## src/rtl/uart_cmd_pkg.sv

```systemverilog
// Shared types and constants for the UART command wrapper and its response transmitter.
package uart_cmd_pkg;

  typedef enum logic {
    RX_HIGH = 1'b0,
    RX_LOW  = 1'b1
  } rx_state_t;

  typedef enum logic {
    TX_IDLE = 1'b0,
    TX_BUSY = 1'b1
  } tx_state_t;

  localparam logic [7:0] ACK_BYTE = 8'hA5;

endpackage

```

## src/rtl/uart_cmd_wrapper_resp_tx_ctrl.sv

```systemverilog
// Response transmitter: turns send_resp requests into trmt strobes, queuing up to three
// requests that arrive while a byte is still being sent.
module resp_tx_ctrl
  import uart_cmd_pkg::*;
(
  input  logic clk,
  input  logic rst,
  input  logic send_resp,
  input  logic tx_done,
  output logic trmt
);

  tx_state_t   state;
  tx_state_t   state_next;
  logic [1:0]  pending;
  logic [1:0]  pending_next;
  logic [1:0]  pending_req;
  logic        trmt_next;

  // Count a same-cycle request before tx_done looks at the queue, so it is re-issued at once.
  assign pending_req = (send_resp && (pending != 2'd3)) ? pending + 2'd1 : pending;

  always_ff @(posedge clk) begin
    if (rst) begin
      state   <= TX_IDLE;
      pending <= 2'd0;
      trmt    <= 1'b0;
    end else begin
      state   <= state_next;
      pending <= pending_next;
      trmt    <= trmt_next;
    end
  end

  always_comb begin
    state_next = state;
    case (state)
      TX_IDLE: if (send_resp) state_next = TX_BUSY;
      TX_BUSY: if (tx_done && (pending_req == 2'd0)) state_next = TX_IDLE;
      default: state_next = TX_IDLE;
    endcase
  end

  always_comb begin
    trmt_next    = 1'b0;
    pending_next = pending;
    case (state)
      TX_IDLE: begin
        trmt_next    = send_resp;
        pending_next = 2'd0;
      end
      TX_BUSY: begin
        if (tx_done && (pending_req != 2'd0)) begin
          trmt_next    = 1'b1;
          pending_next = pending_req - 2'd1;
        end else begin
          pending_next = pending_req;
        end
      end
      default: pending_next = 2'd0;
    endcase
  end

endmodule

```

## src/rtl/uart_cmd_wrapper.sv

```systemverilog
// Assembles two UART bytes (high first) into a 16-bit command with a ready/clear handshake,
// and sends a fixed acknowledge byte for every response request.
module uart_cmd_wrapper
  import uart_cmd_pkg::*;
#(
  parameter logic [7:0] RESP_BYTE = ACK_BYTE,
  parameter int         TIMEOUT   = 50000,
  parameter int         TO_W      = 16
) (
  input  logic        clk,
  input  logic        rst,
  input  logic        rx_rdy,
  input  logic [7:0]  rx_data,
  output logic        clr_rx_rdy,
  output logic [15:0] cmd,
  output logic        cmd_rdy,
  input  logic        clr_cmd_rdy,
  input  logic        send_resp,
  output logic        trmt,
  output logic [7:0]  tx_data,
  input  logic        tx_done,
  output logic        byte_to,
  output logic        cmd_ovr
);

  rx_state_t         rx_state;
  rx_state_t         rx_state_next;
  logic [7:0]        high_byte;
  logic [TO_W-1:0]   timer;
  logic              accept_high;
  logic              accept_low;
  logic              timed_out;

  assign accept_high = (rx_state == RX_HIGH) && rx_rdy;
  assign accept_low  = (rx_state == RX_LOW) && rx_rdy;
  // A low byte arriving on the last timer cycle wins over the timeout.
  assign timed_out   = (rx_state == RX_LOW) && !rx_rdy && (timer == TO_W'(TIMEOUT - 1));

  assign tx_data = RESP_BYTE;

  always_ff @(posedge clk) begin
    if (rst) rx_state <= RX_HIGH;
    else     rx_state <= rx_state_next;
  end

  always_comb begin
    rx_state_next = rx_state;
    case (rx_state)
      RX_HIGH: if (rx_rdy) rx_state_next = RX_LOW;
      RX_LOW:  if (rx_rdy || timed_out) rx_state_next = RX_HIGH;
      default: rx_state_next = RX_HIGH;
    endcase
  end

  always_comb begin
    clr_rx_rdy = 1'b0;
    case (rx_state)
      RX_HIGH: clr_rx_rdy = rx_rdy;
      RX_LOW:  clr_rx_rdy = rx_rdy;
      default: clr_rx_rdy = 1'b0;
    endcase
  end

  always_ff @(posedge clk) begin
    if (rst) begin
      high_byte <= 8'h00;
      timer     <= '0;
      cmd       <= 16'h0000;
      cmd_rdy   <= 1'b0;
      byte_to   <= 1'b0;
      cmd_ovr   <= 1'b0;
    end else begin
      byte_to <= timed_out;
      cmd_ovr <= accept_low && cmd_rdy && !clr_cmd_rdy;
      if (accept_high) begin
        high_byte <= rx_data;
        timer     <= '0;
      end else if (timed_out) begin
        timer <= '0;
      end else if ((rx_state == RX_LOW) && !rx_rdy) begin
        timer <= timer + 1'b1;
      end
      // Completion takes priority over a same-cycle clear.
      if (accept_low) begin
        cmd     <= {high_byte, rx_data};
        cmd_rdy <= 1'b1;
      end else if (clr_cmd_rdy) begin
        cmd_rdy <= 1'b0;
      end
    end
  end

  resp_tx_ctrl u_resp_tx (
    .clk       (clk),
    .rst       (rst),
    .send_resp (send_resp),
    .tx_done   (tx_done),
    .trmt      (trmt)
  );

endmodule

```

## config.mk

```make
export PLATFORM = sky130hd
export DESIGN_NAME = uart_cmd_wrapper
export DESIGN_NICKNAME = d
export VERILOG_FILES = /design/src/rtl/uart_cmd_pkg.sv /design/src/rtl/uart_cmd_wrapper_resp_tx_ctrl.sv /design/src/rtl/uart_cmd_wrapper.sv
export SDC_FILE = /design/constraint.sdc
export NUM_CORES = 1
export LEC_CHECK = 0
export BUFFER_PORTS_ARGS = -buffer_cell sky130_fd_sc_hd__buf_4
export CORE_AREA = 2 2 58 82
export CTS_CLUSTER_DIAMETER = 80
export CTS_CLUSTER_SIZE = 16
export DETAILED_ROUTE_END_ITERATION = 8
export DIE_AREA = 0 0 60 84
export GPL_TIMING_DRIVEN = 0
export MAX_ROUTING_LAYER = met4
export PLACE_DENSITY_LB_ADDON = 0.05
export SLEW_MARGIN = 20
export SYNTH_ARGS = -nofsm -noshare
export SYNTH_HDL_FRONTEND = slang
export SYNTH_SLANG_ARGS = --single-unit
```

## constraint.sdc

```tcl
create_clock -name clk -period 1.7 [get_ports clk]
set_input_delay 0.255 -clock clk [delete_from_list [all_inputs] [get_ports clk]]
set_output_delay 0.255 -clock clk [all_outputs]
set_load 0.03 [all_outputs]
```

==> impl_metrics.env <==
export IMPL_ys_seq_elements=48
export IMPL_hold_class="in -> reg"
export IMPL_netlist_top_cell_by_area="dfxtp_1"
export IMPL_core_area_um2=4390
export IMPL_max_freq_ghz=0.563
export IMPL_htreeDepth=2
export IMPL_hp_start="rx_data[3]"
export IMPL_synth_seq_area_share_pct=47.5
export IMPL_grt_pass1_wl_mm=7.07
export IMPL_mostFrequentLayoutCells="nand2_1, buf_4, dfxtp_1"
export IMPL_avgSynthCellArea_um2=8.43
export IMPL_cts_tree="yes"
export IMPL_relSlewSlack_pct=66.0
export IMPL_endpoint_kind="flop"
export IMPL_pwr_share_comb_pct=11.5
export IMPL_rows=29
export IMPL_yosysWarnings=0
export IMPL_postPlaceCellArea_um2=2390
export IMPL_netSwitchingPower_mw=0.537
export IMPL_route_vias_total=1683
export IMPL_final_common_cell="nand2_1"
export IMPL_worstReg2RegEnd="u_resp_tx.pending[1]"
export IMPL_rsz0062_at_grt="true"
export IMPL_grt_overflow_total=0
export IMPL_hpwl_mm=3.02
export IMPL_nets=308
export IMPL_start_util_pct=46.1
export IMPL_grt_antenna_before_repair=0
export IMPL_n_antenna_cell=0
export IMPL_synth_top_area_share_pct=47.5
export IMPL_clockBufferDepth=2
export IMPL_synth_cells=240
export IMPL_synthTopCellsByArea="dfxtp_1, nand2_1, a21oi_1"
export IMPL_multi_input_area_um2=1040
export IMPL_async_flop_share_pct=0
export IMPL_finish_utilization_pct=60.1
export IMPL_drc=0
export IMPL_place_congestion=0.792
export IMPL_violations="negative setup slack"
export IMPL_hold_buffers=0
export IMPL_worstPathMaxFanout=2
export IMPL_synthFlopType="dfxtp_1"
export IMPL_drive_gt1_share_pct=28.8
export IMPL_fin_area_um2=2640
export IMPL_cts_root_buf="clkbuf_8"
export IMPL_startpoint_type="flop"
export IMPL_clk_pin_slew_ns=0.09
export IMPL_r2r_setup_slack_ns=-0.08
export IMPL_period_share_pct=104
export IMPL_finalHoldViolations=0
export IMPL_grt_usage_pct=18.9
export IMPL_numCtsBuffers=5
export IMPL_drt_pass1_iterations=4
export IMPL_period_needed_ns=1.78
export IMPL_ir_drop_mv=0.572
export IMPL_wl_per_cell_um=12.2
export IMPL_worst_pin_slew_ns=0.511
export IMPL_synth_area_um2=2020
export IMPL_drt_initial_drc_count=22
export IMPL_port_buffers=32
export IMPL_worstSetupPathType="reg -> reg"
export IMPL_instances_no_fill=354
export IMPL_design_die_area_um2=5040
export IMPL_arrival_ns=2.01
export IMPL_finalWirelength_mm=4.31
export IMPL_switching_share_pct=23.1
export IMPL_hold_path_end="cmd[3]"
export IMPL_dp_cells=340
export IMPL_leakage_nw=1.02
export IMPL_power_frac_seq_pct=50.4
export IMPL_grt_max_degree=15
export IMPL_power_density_nw_per_um2=882
export IMPL_die_w_um=60
export IMPL_clkPwrFrac_pct=38.0
export IMPL_finalSetupViolCount=1
export IMPL_first_global_vias=1568
export IMPL_setup_tns_ns=-0.0752
export IMPL_r2r_cells=7
export IMPL_fin_ws_ns=-0.0752
export IMPL_drv_cap=0
export IMPL_finClkSkew_ns=0.00730
export IMPL_seq_area_um2=972
export IMPL_vias_per_cell=4.75
export IMPL_cts_sinks=48
export IMPL_r2r_start="u_resp_tx.pending[1]"
export IMPL_maxSlewViolCount=0
export IMPL_area_growth_pct=30.4
export IMPL_synth_edf_count=0
export IMPL_insertion_delay_ns=0.30
export IMPL_min_path_cells=3
export IMPL_ys_types=31
export IMPL_status="finished, violations left"
export IMPL_io_pins=43
export IMPL_holdWs_ns=0.200
export IMPL_die_h_um=84
export IMPL_fillers=402
export IMPL_required_ns=1.93
export IMPL_internal_power_mw=1.79
export IMPL_ant_nets=0
-- cells by family (layout without fill, tap and decap cells) --
logic type / after synthesis / in the layout / share of synthesized area (%)
other: 2 / 8 / 0.371
buffers and inverters: 23 / 69 / 6.49
xor gates and xnor gates: 16 / 16 / 6.93
muxes: 3 / 3 / 1.55
adders and majority gates: 3 / 3 / 1.86
and+or+nand+nor: 113 / 113 / 27.2
AOI/OAI and AO/OA: 32 / 32 / 8.10
DFF: 48 / 48 / 47.5
-- power groups by stage --
| stage | Combinational, mW | Clock (mW) | Sequential, mW |
|---|---|---|---|
| final | 0.269 | 0.885 | 1.17 |
| after global routing | 0.297 | 0.963 | 1.18 |
| after CTS | 0.265 | 0.901 | 1.17 |
| after detailed placement | 0.248 | 0 | 1.20 |
| after global placement | 0.246 | 0 | 1.20 |
| after floorplan | 0.151 | 0 | 1.22 |
-- state kept, by name, summed over array words and instances, names as in the netlist --
register	cells
rx_state	1
cmd	16
cmd_ovr	1
u_resp_tx.pending	2
u_resp_tx.trmt	1
high_byte	8
u_resp_tx.state	1
cmd_rdy	1
byte_to	1
timer	16
-- worst max-delay path, stage by stage (launching register included) --
cell      delay [ns]
dfxtp_2         0.35
ha_4            0.16
nor2b_4         0.14
mux2i_2         0.27
ha_2            0.22
nand2b_4        0.13
mux2_4          0.30
nor3b_2         0.14
-- how the worst max path moves through the flow --
stage | slack, ns | from | depth (start not counted) | endpoint
final | -0.08 | u_resp_tx.pending[1] | 7 | u_resp_tx.pending[1]
after global routing | -0.18 | u_resp_tx.pending[1] | 7 | u_resp_tx.pending[1]
after CTS | -0.01 | u_resp_tx.pending[0] | 7 | u_resp_tx.pending[1]
after detailed placement | -0.32 | timer[0] | 6 | timer[6]
after global placement | -0.31 | timer[0] | 6 | timer[12]
after floorplan | 0.02 | u_resp_tx.pending[0] | 7 | u_resp_tx.pending[1]
-- metal layers --
layer	GRT usage (%)	up-vias	part of all wire, %
li1	-	884	-
met1	21.1	757	41
met2	31.7	36	53
met3	4.50	6	4.2
met4	6.67	0	1.4
met5	-	-	0
-- metrics by stage --
step           setup slack, ns  power [mW]
2_1_floorplan           0.0152        1.37
3_3_place_gp            -0.314        1.44
3_5_place_dp            -0.324        1.45
4_1_cts                -0.0116        2.34
5_1_grt                 -0.176        2.44
6_report               -0.0752        2.33
-- layout make-up --
cell class	count	share of cell area (%)
clock buffer	7	3.65
clock inverter	1	1.14
timing repair buffer	38	10.8
sequential	48	36.9
multi-input combinational	175	39.4
tap	62	2.94
buffer	20	4.74
inverter	3	0.427
-- timing repair --
action,CTS,global route
resized for setup,7,16
buffers inserted,5,1
setup endpoints to repair,17,27
pin swaps,1,1
cloned,0,0
-- cells in the mapped netlist (3+ instances only) --
library cell,count
nor4_1,7
nor3_1,4
or3_1,3
clkbuf_1,9
nand3_1,3
dfxtp_1,48
buf_4,10
ha_1,3
a21oi_1,29
nor2_1,16
nand2_1,59
nand2b_1,3
inv_1,3
xnor2_1,12
nor2b_1,3
xor2_1,4
nand4_1,4
(Power assumes the default switching activity.)
